==> config.mk <==
export PLATFORM = sky130hd
export DESIGN_NAME = phys_reg_free_list
export DESIGN_NICKNAME = d
export VERILOG_FILES = /design/src/rtl/phys_reg_free_list_pkg.sv /design/src/rtl/free_list_fifo.sv /design/src/rtl/phys_reg_free_list.sv
export SDC_FILE = /design/constraint.sdc
export NUM_CORES = 1
export LEC_CHECK = 0
export BUFFER_PORTS_ARGS = -buffer_cell sky130_fd_sc_hd__buf_2
export CAP_MARGIN = 10
export CORE_ASPECT_RATIO = 1.1
export CORE_MARGIN = 2
export CORE_UTILIZATION = 55
export CTS_BUF_LIST = sky130_fd_sc_hd__clkbuf_4
export CTS_CLUSTER_DIAMETER = 100
export DETAILED_ROUTE_END_ITERATION = 10
export GPL_TIMING_DRIVEN = 0
export PLACE_DENSITY = 0.8
export SYNTH_ARGS = -nofsm -noshare
export SYNTH_HDL_FRONTEND = slang
export SYNTH_SLANG_ARGS = --single-unit
==> constraint.sdc <==
create_clock -name clk -period 3.7 [get_ports clk]
set_input_delay 0.74 -clock clk [delete_from_list [all_inputs] [get_ports clk]]
set_output_delay 0.74 -clock clk [all_outputs]
set_load 0.1 [all_outputs]
==> src/rtl/phys_reg_free_list_pkg.sv <==
// Shared core package for the rename machinery.
//
// Holds the physical-tag type and the default register-file sizes. The
// register map table and the instruction queue import this package as well,
// so every block agrees on the tag width.
//
// Contents:
//   PHYS_REGS_DEFAULT - number of physical registers (power of two)
//   ARCH_REGS_DEFAULT - number of architectural registers, all mapped at reset
//   PHYS_TAG_W        - width of a physical register tag
//   phys_tag_t        - physical register tag type
package phys_reg_free_list_pkg;

  localparam int PHYS_REGS_DEFAULT = 64;
  localparam int ARCH_REGS_DEFAULT = 32;
  localparam int PHYS_TAG_W        = $clog2(PHYS_REGS_DEFAULT);

  typedef logic [PHYS_TAG_W-1:0] phys_tag_t;

endpackage

==> src/rtl/free_list_fifo.sv <==
// Circular FIFO storage and pointer arithmetic for the physical register
// free list.
//
// Three pointers walk the ring. The alloc head marks the next tag to hand
// out. The commit head trails it and marks the oldest allocation that has not
// yet retired. The tail marks where released tags are written. Entries from
// the commit head up to the alloc head are allocated but still speculative.
// A restore rewinds the alloc head to the commit head, which returns those
// entries to the list in their original order.
//
// Optional build macro: FREE_LIST_CHECK_EN adds the commit_tag output, which
// the checker uses to track speculative tags.
//
// Ports:
//   clk, rst         - clock, synchronous active-high reset
//   pop              - advance the alloc head (a grant happened)
//   push, push_tag   - write push_tag at the tail and advance the tail
//   commit           - advance the commit head
//   restore          - rewind the alloc head to the next commit head
//   head_tag         - entry at the alloc head
//   commit_tag       - entry at the commit head (FREE_LIST_CHECK_EN only)
//   tail_next        - tail pointer after this cycle's push
//   commit_next      - commit head after this cycle's commit
//   outstanding_none - alloc head equals commit head (nothing speculative)
module free_list_fifo
  import phys_reg_free_list_pkg::*;
#(
  parameter int PHYS_REGS = PHYS_REGS_DEFAULT,
  parameter int ARCH_REGS = ARCH_REGS_DEFAULT
) (
  input  logic                         clk,
  input  logic                         rst,
  input  logic                         pop,
  input  logic                         push,
  input  logic [$clog2(PHYS_REGS)-1:0] push_tag,
  input  logic                         commit,
  input  logic                         restore,
  output logic [$clog2(PHYS_REGS)-1:0] head_tag,
`ifdef FREE_LIST_CHECK_EN
  output logic [$clog2(PHYS_REGS)-1:0] commit_tag,
`endif
  output logic [$clog2(PHYS_REGS)-1:0] tail_next,
  output logic [$clog2(PHYS_REGS)-1:0] commit_next,
  output logic                         outstanding_none
);

  localparam int PTR_W     = $clog2(PHYS_REGS);
  localparam int INIT_FREE = PHYS_REGS - ARCH_REGS;

  logic [PTR_W-1:0] mem [PHYS_REGS];
  logic [PTR_W-1:0] head_q;
  logic [PTR_W-1:0] commit_q;
  logic [PTR_W-1:0] tail_q;
  logic [PTR_W-1:0] head_d;

  // Pointer arithmetic. PHYS_REGS is a power of two, so the pointers wrap
  // naturally at PTR_W bits.
  always_comb begin
    commit_next = commit_q + PTR_W'(commit);
    tail_next   = tail_q + PTR_W'(push);
    head_d      = restore ? commit_next : head_q + PTR_W'(pop);
  end

  assign head_tag         = mem[head_q];
  assign outstanding_none = (head_q == commit_q);
`ifdef FREE_LIST_CHECK_EN
  assign commit_tag = mem[commit_q];
`endif

  // Tag storage. At reset the first INIT_FREE slots hold the tags that no
  // architectural register maps to; the remaining slots are unused until
  // tags are released into them.
  always_ff @(posedge clk) begin
    if (rst) begin
      for (int i = 0; i < PHYS_REGS; i++) begin
        mem[i] <= (i < INIT_FREE) ? PTR_W'(ARCH_REGS + i) : '0;
      end
    end else if (push) begin
      mem[tail_q] <= push_tag;
    end
  end

  // Pointer registers.
  always_ff @(posedge clk) begin
    if (rst) begin
      head_q   <= '0;
      commit_q <= '0;
      tail_q   <= PTR_W'(INIT_FREE);
    end else begin
      head_q   <= head_d;
      commit_q <= commit_next;
      tail_q   <= tail_next;
    end
  end

endmodule

==> src/rtl/phys_reg_free_list.sv <==
// Physical register free list for the rename stage.
//
// Hands out one free physical tag per cycle. Tags released by retiring
// instructions are queued for reuse. Speculative allocations stay
// recoverable until they commit, and a flush returns every uncommitted
// allocation to the list. Tag 0 backs $zero, so it is never renamed and
// releases of it are ignored.
//
// Optional build macro: FREE_LIST_CHECK_EN adds a per-tag free vector and a
// sticky err output. err flags a double free, a grant of a tag that is not
// free, or a commit with nothing outstanding.
//
// Ports:
//   clk          - clock
//   rst          - synchronous active-high reset
//   alloc_req    - rename requests one tag this cycle
//   alloc_gnt    - tag granted (allocation consumed this cycle)
//   alloc_tag    - granted tag, valid while alloc_gnt=1
//   free_valid   - retiring instruction releases free_tag
//   free_tag     - tag being released
//   commit_alloc - oldest outstanding allocation becomes permanent
//   flush        - squash: uncommitted allocations return to the list
//   free_count   - number of tags available
//   empty        - free_count == 0
//   err          - sticky consistency error (FREE_LIST_CHECK_EN only)
module phys_reg_free_list
  import phys_reg_free_list_pkg::*;
#(
  parameter int PHYS_REGS = PHYS_REGS_DEFAULT,
  parameter int ARCH_REGS = ARCH_REGS_DEFAULT
) (
  input  logic                         clk,
  input  logic                         rst,
  input  logic                         alloc_req,
  output logic                         alloc_gnt,
  output logic [$clog2(PHYS_REGS)-1:0] alloc_tag,
  input  logic                         free_valid,
  input  logic [$clog2(PHYS_REGS)-1:0] free_tag,
  input  logic                         commit_alloc,
  input  logic                         flush,
  output logic [$clog2(PHYS_REGS):0]   free_count,
  output logic                         empty
`ifdef FREE_LIST_CHECK_EN
  ,
  output logic                         err
`endif
);

  localparam int PTR_W = $clog2(PHYS_REGS);

  logic [PTR_W:0]   count_q;
  logic [PTR_W:0]   count_d;
  logic             free_acc;
  logic             commit_acc;
  logic             outstanding_none;
  logic [PTR_W-1:0] head_tag;
  logic [PTR_W-1:0] tail_next;
  logic [PTR_W-1:0] commit_next;
`ifdef FREE_LIST_CHECK_EN
  logic [PTR_W-1:0] commit_tag;
`endif

  // Grant uses only registered state, so a tag released this cycle cannot
  // be handed out until the next one. The reset term keeps the grant low
  // while the registers still hold pre-reset contents.
  assign empty      = (count_q == '0);
  assign alloc_gnt  = alloc_req & ~empty & ~flush & ~rst;
  assign alloc_tag  = head_tag;
  assign free_count = count_q;

  // Releasing tag 0 is a no-op. A commit with no speculative allocation
  // outstanding has nothing to make permanent, so it is dropped.
  assign free_acc   = free_valid & (free_tag != '0);
  assign commit_acc = commit_alloc & ~outstanding_none;

  free_list_fifo #(
    .PHYS_REGS(PHYS_REGS),
    .ARCH_REGS(ARCH_REGS)
  ) u_fifo (
    .clk             (clk),
    .rst             (rst),
    .pop             (alloc_gnt),
    .push            (free_acc),
    .push_tag        (free_tag),
    .commit          (commit_acc),
    .restore         (flush),
    .head_tag        (head_tag),
`ifdef FREE_LIST_CHECK_EN
    .commit_tag      (commit_tag),
`endif
    .tail_next       (tail_next),
    .commit_next     (commit_next),
    .outstanding_none(outstanding_none)
  );

  // On a flush the free region becomes everything from the new commit head
  // up to the new tail. The distance cannot reach PHYS_REGS because tag 0
  // never sits in the ring, so a modulo-PHYS_REGS difference is exact.
  // Otherwise the count just tracks grants and accepted releases.
  always_comb begin
    count_d = count_q;
    if (flush) begin
      count_d = {1'b0, tail_next - commit_next};
    end else begin
      count_d = count_q - (PTR_W + 1)'(alloc_gnt) + (PTR_W + 1)'(free_acc);
    end
  end

  // Free-count register.
  always_ff @(posedge clk) begin
    if (rst) begin
      count_q <= (PTR_W + 1)'(PHYS_REGS - ARCH_REGS);
    end else begin
      count_q <= count_d;
    end
  end

`ifdef FREE_LIST_CHECK_EN
  logic [PHYS_REGS-1:0] free_vec_q;
  logic [PHYS_REGS-1:0] free_vec_d;
  logic [PHYS_REGS-1:0] spec_q;
  logic [PHYS_REGS-1:0] spec_d;
  logic                 err_d;

  // free_vec marks tags currently available. spec marks tags granted but not
  // yet committed, so a flush can mark them free again without scanning the
  // ring. The commit head entry is the allocation a commit retires.
  always_comb begin
    free_vec_d = free_vec_q;
    spec_d     = spec_q;
    if (commit_acc) begin
      spec_d[commit_tag] = 1'b0;
    end
    if (alloc_gnt) begin
      free_vec_d[alloc_tag] = 1'b0;
      spec_d[alloc_tag]     = 1'b1;
    end
    if (flush) begin
      free_vec_d = free_vec_d | spec_d;
      spec_d     = '0;
    end
    if (free_acc) begin
      free_vec_d[free_tag] = 1'b1;
    end
    err_d = err
          | (free_acc & free_vec_q[free_tag])
          | (alloc_gnt & ~free_vec_q[alloc_tag])
          | (commit_alloc & outstanding_none);
  end

  // Checker registers. Tags at or above ARCH_REGS start out free.
  always_ff @(posedge clk) begin
    if (rst) begin
      for (int i = 0; i < PHYS_REGS; i++) begin
        free_vec_q[i] <= (i >= ARCH_REGS);
      end
      spec_q <= '0;
      err    <= 1'b0;
    end else begin
      free_vec_q <= free_vec_d;
      spec_q     <= spec_d;
      err        <= err_d;
    end
  end
`endif

endmodule

## Word-level counts from Yosys, hierarchy flattened

Memory sizes are Yosys's and may differ from the RTL's. A register that Yosys moved wholly into a read port is not among the register bits.
Cells that the tools add are included.

| word-level totals | value |
|---|---|
| memory bits (writable) | 384 |
| flip-flop bits (word level) | 25 |
| memories | 1 |

Memories:

| memory | words | width | rd ports | clocked after Yosys merged registers in | wr ports | RTL line | RTL |
|---|---|---|---|---|---|---|---|
| u_fifo.mem | 64 | 6 | 1 | 1 | 64 | free_list_fifo.sv:50 | `logic [PTR_W-1:0] mem [PHYS_REGS];` |

| operators by class | value |
|---|---|
| muxes and demuxes | 11 |
| reduce and logical (&&, ||, !) cells | 4 |
| bitwise gates (word level) | 9 |
| equality and inequality tests | 1 |
| add/subtract/negate cells | 6 |

Operators by type and width:

| kind | count |
|---|---|
| $mux 6 | 5 |
| $add 6x1->6 | 3 |
| $add 7x1->7 | 1 |
| $logic_not 7->1 | 1 |
| $sub 7x1->7 | 1 |
| $eq 6x6->1 | 1 |
| $mux 1 | 6 |
| $reduce_bool 6->1 | 1 |
| $reduce_or 6->1 | 1 |
| $sub 6x6->6 | 1 |
| $and 1x1->1 | 5 |
| $not 1->1 | 4 |
| $reduce_or 2->1 | 1 |

## Logic depth before layout (Yosys ltp)

| depth | value |
|---|---|
| depth after elaboration | 8 |
| depth in mapped cells | 16 |
| gate-level depth less buffers | 16 |

## Modules after synthesis

A second synthesis with hierarchy kept.

| second synthesis, totals | value |
|---|---|
| cells, all modules | 1494 |
| area, all modules | 19746.4 µm² |

Modules (own cells, without submodules):

| module | times used | sequential area each (µm²) | area an instance (µm²) | cells each |
|---|---|---|---|---|
| free_list_fifo | 1 | 11891.4 | 18934.4 | 1392 |
| phys_reg_free_list | 1 | 140.1 | 812.0 | 102 |

## Worst setup path before layout

Ideal clock, no wire load.

| path | value |
|---|---|
| path kind | flip-flop to flip-flop |
| start point | register count_q[2], in the netlist free_count[2] |
| end point | register count_q[6], in the netlist free_count[6] |
| cell stages (with the launch flop) | 17 |
| arrival time | 7.782 ns |
| clock period less this slack | 7.898 ns |
| path slack | -4.198 ns |
| buffers on the path | 0 |
| data required time | 3.584 ns |
| path through | dfxtp_1 > inv_1 > ha_1 > nand2_1 > nor4_1 > nor2_1 > ha_1 > inv_1 > ha_1 > inv_1 > fa_1 > nand2b_1 > a21oi_1 > o21ai_0 > a21oi_1 > or3_1 > and3_1 |

| between the ends | value |
|---|---|
| cells in the longest elaborated chain, start to end | 7 |

Ends and longest elaborated chain:

| item | RTL line | RTL |
|---|---|---|
| from (decl) | phys_reg_free_list.sv:51 | `logic [PTR_W:0] count_q;` |
| from (signal assigned) | phys_reg_free_list.sv:112 | `count_q <= (PTR_W + 1)'(PHYS_REGS - ARCH_REGS);` |
| from (signal assigned) | phys_reg_free_list.sv:114 | `count_q <= count_d;` |
| $logic_not 7->1 | phys_reg_free_list.sv:66 | `assign empty = (count_q == '0);` |
| named net empty | phys_reg_free_list.sv:42 | `output logic empty` |
| $not 1->1 | phys_reg_free_list.sv:67 | `assign alloc_gnt = alloc_req & ~empty & ~flush & ~rst;` |
| $and 1x1->1 (3 in series) | phys_reg_free_list.sv:67 |  |
| named net alloc_gnt | phys_reg_free_list.sv:35 | `output logic alloc_gnt,` |
| $sub 7x1->7 | phys_reg_free_list.sv:105 | `count_d = count_q - (PTR_W + 1)'(alloc_gnt) + (PTR_W + 1)'(free_acc);` |
| $add 7x1->7 | phys_reg_free_list.sv:105 |  |

The timed path passes the listed nets, and every way through them passes these cells.
A chain may end at the register's enable or synchronous reset.

==> impl_metrics.json <==
{
  "seq_area_frac_synth_pct": 62.4,
  "hp-class": "in -> reg",
  "track_usage_pct": 32.0,
  "tightestPinTransition_ns": 1.21,
  "crit_required_ns": 2.96,
  "cts_hold_buf": 0,
  "path_clk_slew_ns": 0.06,
  "yosys.area.top_type": "edfxtp_1",
  "avgSynthCellArea_sq_um": 13.8,
  "layout.area.seq_sq_um": 12100,
  "fin_ws_ns": -0.341,
  "numCtsBuffers": 96,
  "fin_skew_ns": 0.0531,
  "clock_latency_ns": 0.79,
  "io_buffers": 26,
  "syn_area_sq_um": 19300,
  "synth-seq-cells": 409,
  "die_x_um": 182,
  "viasPerCell": 6.84,
  "antenna_found_initial": 3,
  "status": "finished, violations left",
  "drc": 0,
  "hpwl_um": 39200,
  "cts.sinks": 409,
  "syn_to_final_growth_pct": 12.8,
  "multi_input_area_sq_um": 6740,
  "cts_tree": "built",
  "fin_util_pct": 63.2,
  "htree_levels": 3,
  "max_slew_margin_pct": 18.6,
  "power.density_nw_per_um2": 526,
  "cts_root_buf": "clkbuf_4",
  "violations": "negative setup slack",
  "initial_core_util_pct": 56.0,
  "max_freq_ghz": 0.247,
  "critPathKind": "reg -> out",
  "fill_cells": 2418,
  "nets": 1562,
  "io_pins": 27,
  "grt_pass1_vias": 13800,
  "drv_slew": 0,
  "hold_viol_final": 0,
  "drt_iter0_drc": 2097,
  "period_minus_slack_ns": 4.04,
  "crit_path_end_kind": "primary output",
  "synth_area_leaders": "edfxtp_1 (60%), mux4_2 (14%), nor3_1 (4.4%)",
  "setup_viol": 10,
  "die_area_sq_um": 36500,
  "cts_buffer_depth": 3,
  "hold_depth": 3,
  "worstSetupStartpointType": "register",
  "rows": 71,
  "avgRoutedWirePerCell_um": 28.5,
  "drive_gt1_share_pct": 24.1,
  "core_region_area_sq_um": 34400,
  "grt_pass1_wl_um": 84600,
  "synth_top_area_share_pct": 59.8,
  "peakVddDrop_mv": 0.303,
  "die_h_um": 200,
  "first_pass_iters": 6,
  "synth_warnings": 0,
  "drv_cap": 0,
  "reg2regPathDepth": 16,
  "worstPathArrival_ns": 3.30,
  "num_vias": 13900,
  "report.power.total_mw": 11.4,
  "antenna_left": 0,
  "finalWeightedCongestion": 0.936,
  "syn-num-nets": 1430,
  "routed_wl_um": 58000,
  "synth_cells": 1397,
  "grt_overflow": 0,
  "p_leak_nw": 6.81,
  "path_max_fanout": 8,
  "dpl_worst_slack_ns": -0.729,
  "grt_max_degree": 13,
  "synth_cell_type_count": 42,
  "fin_crit_sh_pct": 109,
  "rsz0062_at_grt": "true"
}
-- flip-flops by register name, summed over array words and instances (netlist names) --
name             cells
u_fifo.head_q        6
u_fifo.mem         384
u_fifo.tail_q        6
free_count           7
u_fifo.commit_q      6
-- through the flow --
| step | area (sq um) | TNS, ns | hold slack (ns) | std cells |
|---|---|---|---|---|
| CTS | 21700 | -1.75 | 0.308 | 2034 |
| detailed placement | 20100 | -68.99 | 0.604 | 1861 |
| global placement | 20100 | -76.49 | 0.594 | 1861 |
| finish | 21700 | -1.94 | 0.320 | 2035 |
| floorplan | 19400 | -0.476 | 0.545 | 1397 |
| global route | 21700 | -2.23 | 0.340 | 2035 |
-- cell families after synthesis --
kind of cell / share of synthesized area, %
buffers and inverters: 3.56
AND/OR/NAND/NOR: 14.2
AO/OA/AOI/OAI: 2.25
flip-flops: 62.4
XOR/XNOR: 1.23
multiplexers: 14.8
adder cells (fa/ha/maj): 1.55
-- worst max-delay path, stage by stage (launching register included) --
cell     delay, ns
dfxtp_2       0.36
buf_12        0.17
buf_12        0.18
buf_12        0.16
mux4_2        0.52
mux4_2        0.56
mux2i_2       0.28
o21ai_2       0.09
buf_6         0.20
-- routing by layer --
| layer | track usage, % | vias to the layer above | part of all wire [%] |
|---|---|---|---|
| met5 | 0 | - | 0.022 |
| met4 | 21.9 | 2 | 7.6 |
| met3 | 12.3 | 316 | 16 |
| met2 | 47.6 | 1437 | 45 |
| met1 | 38.9 | 6578 | 31 |
| li1 | - | 5591 | - |
-- synth_stat cells, drive strengths merged --
cell type	n
nor2b	5
nand2	82
nand4	1
nor4	3
mux4	120
and3	6
or3b	2
buf	28
a21oi	11
xnor2	16
nor2	106
a21o	2
xor2	11
maj3	2
a211oi	6
o21ai	56
nor3b	1
mux2i	9
nand2b	1
nor3	170
nand3b	2
clkinv	1
a311oi	1
edfxtp	384
ha	19
dfxtp	25
or3	45
clkbuf	121
mux2	5
or2	7
a31oi	1
and2	80
inv	21
o21bai	2
o31a	1
fa	2
nand3	42
-- worst paths after layout --
| kind | from | endpoint | slack [ns] |
|---|---|---|---|
| hold reg to reg | u_fifo.tail_q[3] | u_fifo.tail_q[3] | 0.63 |
| setup / recovery | u_fifo.head_q[0] | alloc_tag[1] | -0.34 |
| setup reg to reg | u_fifo.head_q[1] | free_count[5] | 0.06 |
| hold / removal | flush | u_fifo.head_q[5] | 0.32 |
-- what timing repair did --
item | 4_1_cts | 5_1_grt
cloned | 3 | 0
endpoints found under the setup margin | 10 | 26
setup buffers | 6 | 0
pin swaps | 2 | 2
gates resized for setup | 95 | 19
-- power breakdown --
group          leakage (nW)  total (mW)  switching, mW  internal, mW
Clock                 0.706        3.60           1.83          1.77
Sequential             3.77        5.31          0.101          5.21
Combinational          2.33        2.53           1.51          1.02
Total                  6.81        11.4           3.44          8.00
-- cell type report --
| cell class | count | share of cell area [%] |
|---|---|---|
| multi-input cells | 817 | 31.0 |
| flip-flops and latches | 409 | 55.5 |
| plain buffers | 149 | 3.83 |
| well taps | 438 | 2.52 |
| inverters | 22 | 0.415 |
| clock inverters | 26 | 0.593 |
| diodes | 2 | 0.0230 |
| clock buffers | 138 | 4.77 |
| repair buffers | 34 | 1.40 |
-- layout by cell type, fill, tap and decap left out, drive strengths merged, types with 2 or more instances in the layout --
cell type    n
ha          19
maj3         2
mux2i        9
edfxtp     384
mux4       120
a21oi       11
xnor2       16
clkinv      23
or2          7
nor4         3
or3b         2
nand3b       2
o21ai       56
a21o         2
diode        2
fa           2
mux2         5
or3         45
dfxtp       25
nor2       106
nand3       42
a211oi       6
clkbuf     260
nor3       170
buf         60
o21bai       2
xor2        11
inv         24
and3         6
nor2b        5
nand2       82
and2        80
No activity file was read; power rests on OpenSTA's default activity.
